--- config.mk ---
export PLATFORM = sky130hd
export DESIGN_NAME = fb_access_arbiter
export DESIGN_NICKNAME = d
export VERILOG_FILES = /design/src/rtl/fb_pkg.sv /design/src/rtl/fb_access_arbiter.sv
export SDC_FILE = /design/constraint.sdc
export NUM_CORES = 1
export LEC_CHECK = 0
export CAP_MARGIN = 20
export CORE_MARGIN = 2
export CORE_UTILIZATION = 30
export CTS_CLUSTER_DIAMETER = 60
export DETAILED_ROUTE_END_ITERATION = 16
export PLACE_DENSITY_LB_ADDON = 0.08
export SYNTH_ARGS = -nofsm -noshare
export SYNTH_HDL_FRONTEND = slang
export SYNTH_SLANG_ARGS = --single-unit
--- constraint.sdc ---
create_clock -name I_pxl_clk -period 2.35 [get_ports I_pxl_clk]
set_input_delay 0.3525 -clock I_pxl_clk [delete_from_list [all_inputs] [get_ports I_pxl_clk]]
set_output_delay 0.3525 -clock I_pxl_clk [all_outputs]
set_load 0.005 [all_outputs]
--- src/rtl/fb_pkg.sv ---
// Shared framebuffer geometry and arbiter state encoding for the 90x90x2-bit
// pixel store; also used by the renderer and the host loader.
package fb_pkg;

    localparam int FB_W     = 90;
    localparam int FB_H     = 90;
    localparam int FB_DEPTH = FB_W * FB_H;
    localparam int FB_AW    = 13;
    localparam int FB_DW    = 2;

    typedef enum logic {
        S_IDLE  = 1'b0,
        S_CLEAR = 1'b1
    } fb_state_t;

endpackage : fb_pkg

--- src/rtl/fb_access_arbiter.sv ---
// Single-port framebuffer arbiter: video reads always win, the clear-screen
// sequencer takes free cycles next, and host writes get whatever is left.
module fb_access_arbiter
    import fb_pkg::*;
#(
    parameter int DEPTH = FB_DEPTH,
    parameter int AW    = FB_AW,
    parameter int DW    = FB_DW
) (
    input  logic          I_pxl_clk,
    input  logic          I_rst_n,
    input  logic          I_rd_en,
    input  logic [AW-1:0] I_rd_addr,
    output logic [DW-1:0] O_rd_data,
    input  logic          I_wr_valid,
    output logic          O_wr_ready,
    input  logic [AW-1:0] I_wr_addr,
    input  logic [DW-1:0] I_wr_data,
    output logic          O_wr_oor,
    input  logic          I_clr_req,
    input  logic [DW-1:0] I_clr_colour,
    output logic          O_clr_busy,
    output logic          O_clr_done,
    output logic [AW-1:0] O_ram_addr,
    output logic          O_ram_we,
    output logic [DW-1:0] O_ram_wdata,
    input  logic [DW-1:0] I_ram_rdata
);

    // One extra bit so a full-width host address can be compared against DEPTH.
    localparam logic [AW:0]   DEPTH_EXT = (AW + 1)'(DEPTH);
    localparam logic [AW-1:0] LAST_ADDR = AW'(DEPTH - 1);

    fb_state_t     r_state;
    logic [AW-1:0] r_clr_cnt;
    logic [DW-1:0] r_clr_colour;
    logic [AW-1:0] r_ram_addr;
    logic          r_ram_we;
    logic [DW-1:0] r_ram_wdata;
    logic          r_wr_oor;
    logic          r_clr_done;

    fb_state_t     w_next_state;
    logic [AW-1:0] w_next_cnt;
    logic [DW-1:0] w_next_colour;
    logic [AW-1:0] w_next_addr;
    logic          w_next_we;
    logic [DW-1:0] w_next_wdata;
    logic          w_next_oor;
    logic          w_next_done;
    logic          w_wr_ready;
    logic          w_wr_fire;
    logic          w_wr_in_range;

    assign w_wr_ready    = (r_state == S_IDLE) & ~I_rd_en & ~I_clr_req;
    assign w_wr_fire     = I_wr_valid & w_wr_ready;
    assign w_wr_in_range = {1'b0, I_wr_addr} < DEPTH_EXT;

    always_comb begin
        w_next_state  = r_state;
        w_next_cnt    = r_clr_cnt;
        w_next_colour = r_clr_colour;
        w_next_addr   = r_ram_addr;
        w_next_we     = 1'b0;
        w_next_wdata  = r_ram_wdata;
        w_next_oor    = 1'b0;
        w_next_done   = 1'b0;

        if (I_rd_en) begin
            w_next_addr = I_rd_addr;
        end

        unique case (r_state)
            S_IDLE: begin
                if (I_clr_req) begin
                    w_next_state  = S_CLEAR;
                    w_next_cnt    = '0;
                    w_next_colour = I_clr_colour;
                end else if (w_wr_fire) begin
                    // Out-of-range writes still complete the handshake but never reach the RAM.
                    if (w_wr_in_range) begin
                        w_next_we    = 1'b1;
                        w_next_addr  = I_wr_addr;
                        w_next_wdata = I_wr_data;
                    end else begin
                        w_next_oor   = 1'b1;
                    end
                end
            end
            S_CLEAR: begin
                if (!I_rd_en) begin
                    w_next_we    = 1'b1;
                    w_next_addr  = r_clr_cnt;
                    w_next_wdata = r_clr_colour;
                    if (r_clr_cnt == LAST_ADDR) begin
                        w_next_state = S_IDLE;
                        w_next_cnt   = '0;
                        w_next_done  = 1'b1;
                    end else begin
                        w_next_cnt   = r_clr_cnt + AW'(1);
                    end
                end
            end
            default: begin
                w_next_state = S_IDLE;
            end
        endcase
    end

    always_ff @(posedge I_pxl_clk or negedge I_rst_n) begin
        if (!I_rst_n) begin
            r_state      <= S_IDLE;
            r_clr_cnt    <= '0;
            r_clr_colour <= '0;
            r_ram_addr   <= '0;
            r_ram_we     <= 1'b0;
            r_ram_wdata  <= '0;
            r_wr_oor     <= 1'b0;
            r_clr_done   <= 1'b0;
        end else begin
            r_state      <= w_next_state;
            r_clr_cnt    <= w_next_cnt;
            r_clr_colour <= w_next_colour;
            r_ram_addr   <= w_next_addr;
            r_ram_we     <= w_next_we;
            r_ram_wdata  <= w_next_wdata;
            r_wr_oor     <= w_next_oor;
            r_clr_done   <= w_next_done;
        end
    end

    // Busy drops on the same cycle the final clear write is presented to the RAM.
    assign O_clr_busy  = (r_state == S_CLEAR);
    assign O_clr_done  = r_clr_done;
    assign O_wr_ready  = w_wr_ready;
    assign O_wr_oor    = r_wr_oor;
    assign O_ram_addr  = r_ram_addr;
    assign O_ram_we    = r_ram_we;
    assign O_ram_wdata = r_ram_wdata;
    assign O_rd_data   = I_ram_rdata;

endmodule : fb_access_arbiter

==> flow_metrics.py <==
metrics = {
    "routing": {
        "vias": 1753,
        "viasPerCell": 5.28,
        "drtIter0Drc": 71,
        "finalWirelength_um": 5430,
        "drc": 0,
        "firstDrtPassIters": 4,
        "antenna_left": 0,
        "wl_per_cell_um": 16.4,
    },
    "yosys": {
        "synthFlopType": "dfrtp_1",
        "synthesis.nets": 244,
        "ys_async_sr_fraction_pct": 100,
        "synth_top_area_share_pct": 44.0,
        "synth_cell_types": 41,
        "ys_top_cells_by_count": "dfrtp_1 (34), nand2_1 (27), nand3_1 (20)",
        "syn_area_per_cell_um2": 9.38,
        "synthCells": 206,
        "synth_area_leader_cell": "dfrtp_1",
        "ys.warnings.count": 0,
        "yosys-top-cells-area": "dfrtp_1 (44%), nand2_1 (5.2%), nand3_1 (5.2%)",
        "synth_seq_cells": 34,
        "ys_seq_area_share_pct": 44.0,
        "synth_most_common_cell": "dfrtp_1",
        "syn_area_um2": 1930,
        "synth_enable_flop_cells": 0,
    },
    "sta": {
        "relSlewSlack_pct": 41.0,
        "whs_ns": 0.492,
        "tightest_slew_ns": 0.882,
        "final_hold_viol_count": 0,
        "maxSlewViolCount": 0,
        "fin_tns_setup_ns": 0,
        "fmax_mhz": 497,
        "rsz0062_at_grt": "no",
        "min_period_ns": 2.01,
        "finalCritPeriodShare_pct": 85.6,
        "setup_viol": 0,
        "skew_ns": 0.00702,
    },
    "clock_tree": {
        "clkTransAtPathRegs_ns": 0.07,
        "cts.path.max_buffers": 2,
        "cts_tree": "yes",
        "cts_root_buf": "clkbuf_8",
        "cts.sinks": 34,
        "clk_latency_ns": 0.28,
        "htreeDepth": 2,
        "numCtsBuffers": 5,
        "ctsResizeCount": 0,
        "holdBufCountCts": 0,
        "cts_setup_buffers": 0,
    },
    "place": {
        "dpl-instance-area_um2": 2510,
        "dpl.hpwl_um": 4040,
        "io_buffers": 54,
        "place.gp.congestion": 0.750,
    },
    "die": {
        "die_area_um2": 7100,
        "coreArea_um2": 6280,
        "initial_utilization_pct": 30.8,
        "rows": 29,
        "die_x_um": 84.2,
        "ios": 59,
        "die_y_um": 84.2,
    },
    "global_routing": {
        "grt.overflow.total": 0,
        "grt_pass1_wl_um": 9050,
        "track_usage_pct": 16.0,
        "grt_pass1_vias": 1702,
        "grt_start_max_net_pins": 35,
        "antenna_found_initial": 0,
    },
    "final_layout": {
        "antenna_cells": 0,
        "synthToLayoutAreaGrowth_pct": 33.7,
        "drive_above_1_share_pct": 7.45,
        "final_cell_area_um2": 2580,
        "fill_cells": 643,
        "nNetsFinal": 293,
    },
    "status": {
        "status": "completed",
    },
    "power": {
        "vdd_ir_drop_max_mv": 0.353,
        "p_leak_nw": 1.05,
        "power_density_nw_per_um2": 540,
    },
    "setup_path": {
        "cp-start-kind": "register",
        "end_kind": "output port",
        "worstSetupPathType": "register to output port",
        "required_ns": 2.00,
        "crit_fanout": 14,
        "worstPathArrival_ns": 1.66,
    },
    "job": {
        "cap_violations": 0,
    },
    "min_path": {
        "worstHoldPathType": "input pin to asynchronous set/reset pin",
    },
}
logic make-up after synthesis:
family,synth area share [%]
AOI/OAI and AO/OA,19.4
adders and majority gates,0.648
buffers and inverters,6.87
DFF,44.0
muxes,4.92
and+or+nand+nor,24.1
flip-flops by register name, summed over array words and instances, names as in the netlist:
| register | flops |
|---|---|
| O_clr_busy | 1 |
| r_clr_colour | 2 |
| r_clr_cnt | 13 |
| O_ram_addr | 13 |
| O_ram_wdata | 2 |
| O_clr_done | 1 |
| O_wr_oor | 1 |
| O_ram_we | 1 |
where the power goes:
group / switching, mW / internal, mW
Sequential: 0.0788 / 0.637
Combinational: 0.112 / 0.157
Clock: 0.205 / 0.204
Total: 0.396 / 0.998
placed cells by master (no fill, tap or decap), types with 3 or more instances in the layout:
cell type / Yosys / routed
clkdlybuf4s50_1: 0 / 54
dfrtp_1: 34 / 34
nand2_1: 27 / 27
nand3_1: 20 / 20
nor2_1: 9 / 9
and3_1: 8 / 8
o21ai_0: 8 / 8
inv_1: 7 / 7
a22oi_1: 7 / 7
o211ai_1: 7 / 7
a21oi_1: 7 / 7
buf_4: 4 / 6
a311o_1: 5 / 5
mux2i_1: 5 / 5
clkbuf_8: 0 / 5
and2_1: 4 / 4
o31ai_1: 4 / 4
mux2_2: 4 / 4
and4_1: 4 / 4
nand4_1: 3 / 3
critical path, cell delays in order, from the launching register on:
cell and delay [ns]:
dfrtp_1 0.56, nor3_4 0.29, clkdlybuf4s50_1 0.53
stage by stage:
stage	instances	utilization, %	power, mW	worst slack [ns]
2_1_floorplan	206	-	0.829	0.785
3_3_place_gp	325	39.9	0.996	0.158
3_5_place_dp	325	39.9	0.998	0.165
4_1_cts	332	41.2	1.41	0.321
5_1_grt	332	41.2	1.48	0.172
6_report	332	41.2	1.39	0.338
final cells by class:
cell class	instances	area [um^2]	area share [%]
multi-input combinational	147	948	36.7
sequential	34	851	32.9
timing repair buffer	60	586	22.7
tap	77	96.3	3.73
clock buffer	7	76.3	2.95
inverter	7	26.3	1.02
path summary, 6_finish.rpt:
kind,cells past startpoint,from,end,slack (ns)
hold / removal,2,I_rst_n,O_ram_addr[5],0.49
hold reg to reg,1,r_clr_cnt[12],r_clr_cnt[12],0.52
min in group I_pxl_clk,1,r_clr_cnt[12],r_clr_cnt[12],0.52
setup reg to reg,4,O_clr_busy,r_clr_cnt[2],0.45
max in group asynchronous,2,I_rst_n,r_clr_cnt[1],1.54
setup / recovery,2,O_clr_busy,O_wr_ready,0.34
layer usage:
| metal | up-vias | wire length (um) | global-route usage (%) | part of all wire (%) |
|---|---|---|---|---|
| met5 | - | 0 | 0 | 0 |
| met4 | 0 | 61 | 4.40 | 1.1 |
| met3 | 7 | 298 | 4.03 | 5.5 |
| met2 | 44 | 2380 | 24.1 | 44 |
| met1 | 846 | 2690 | 22.9 | 49 |
| li1 | 856 | - | - | - |
(Power assumes the default switching activity.)
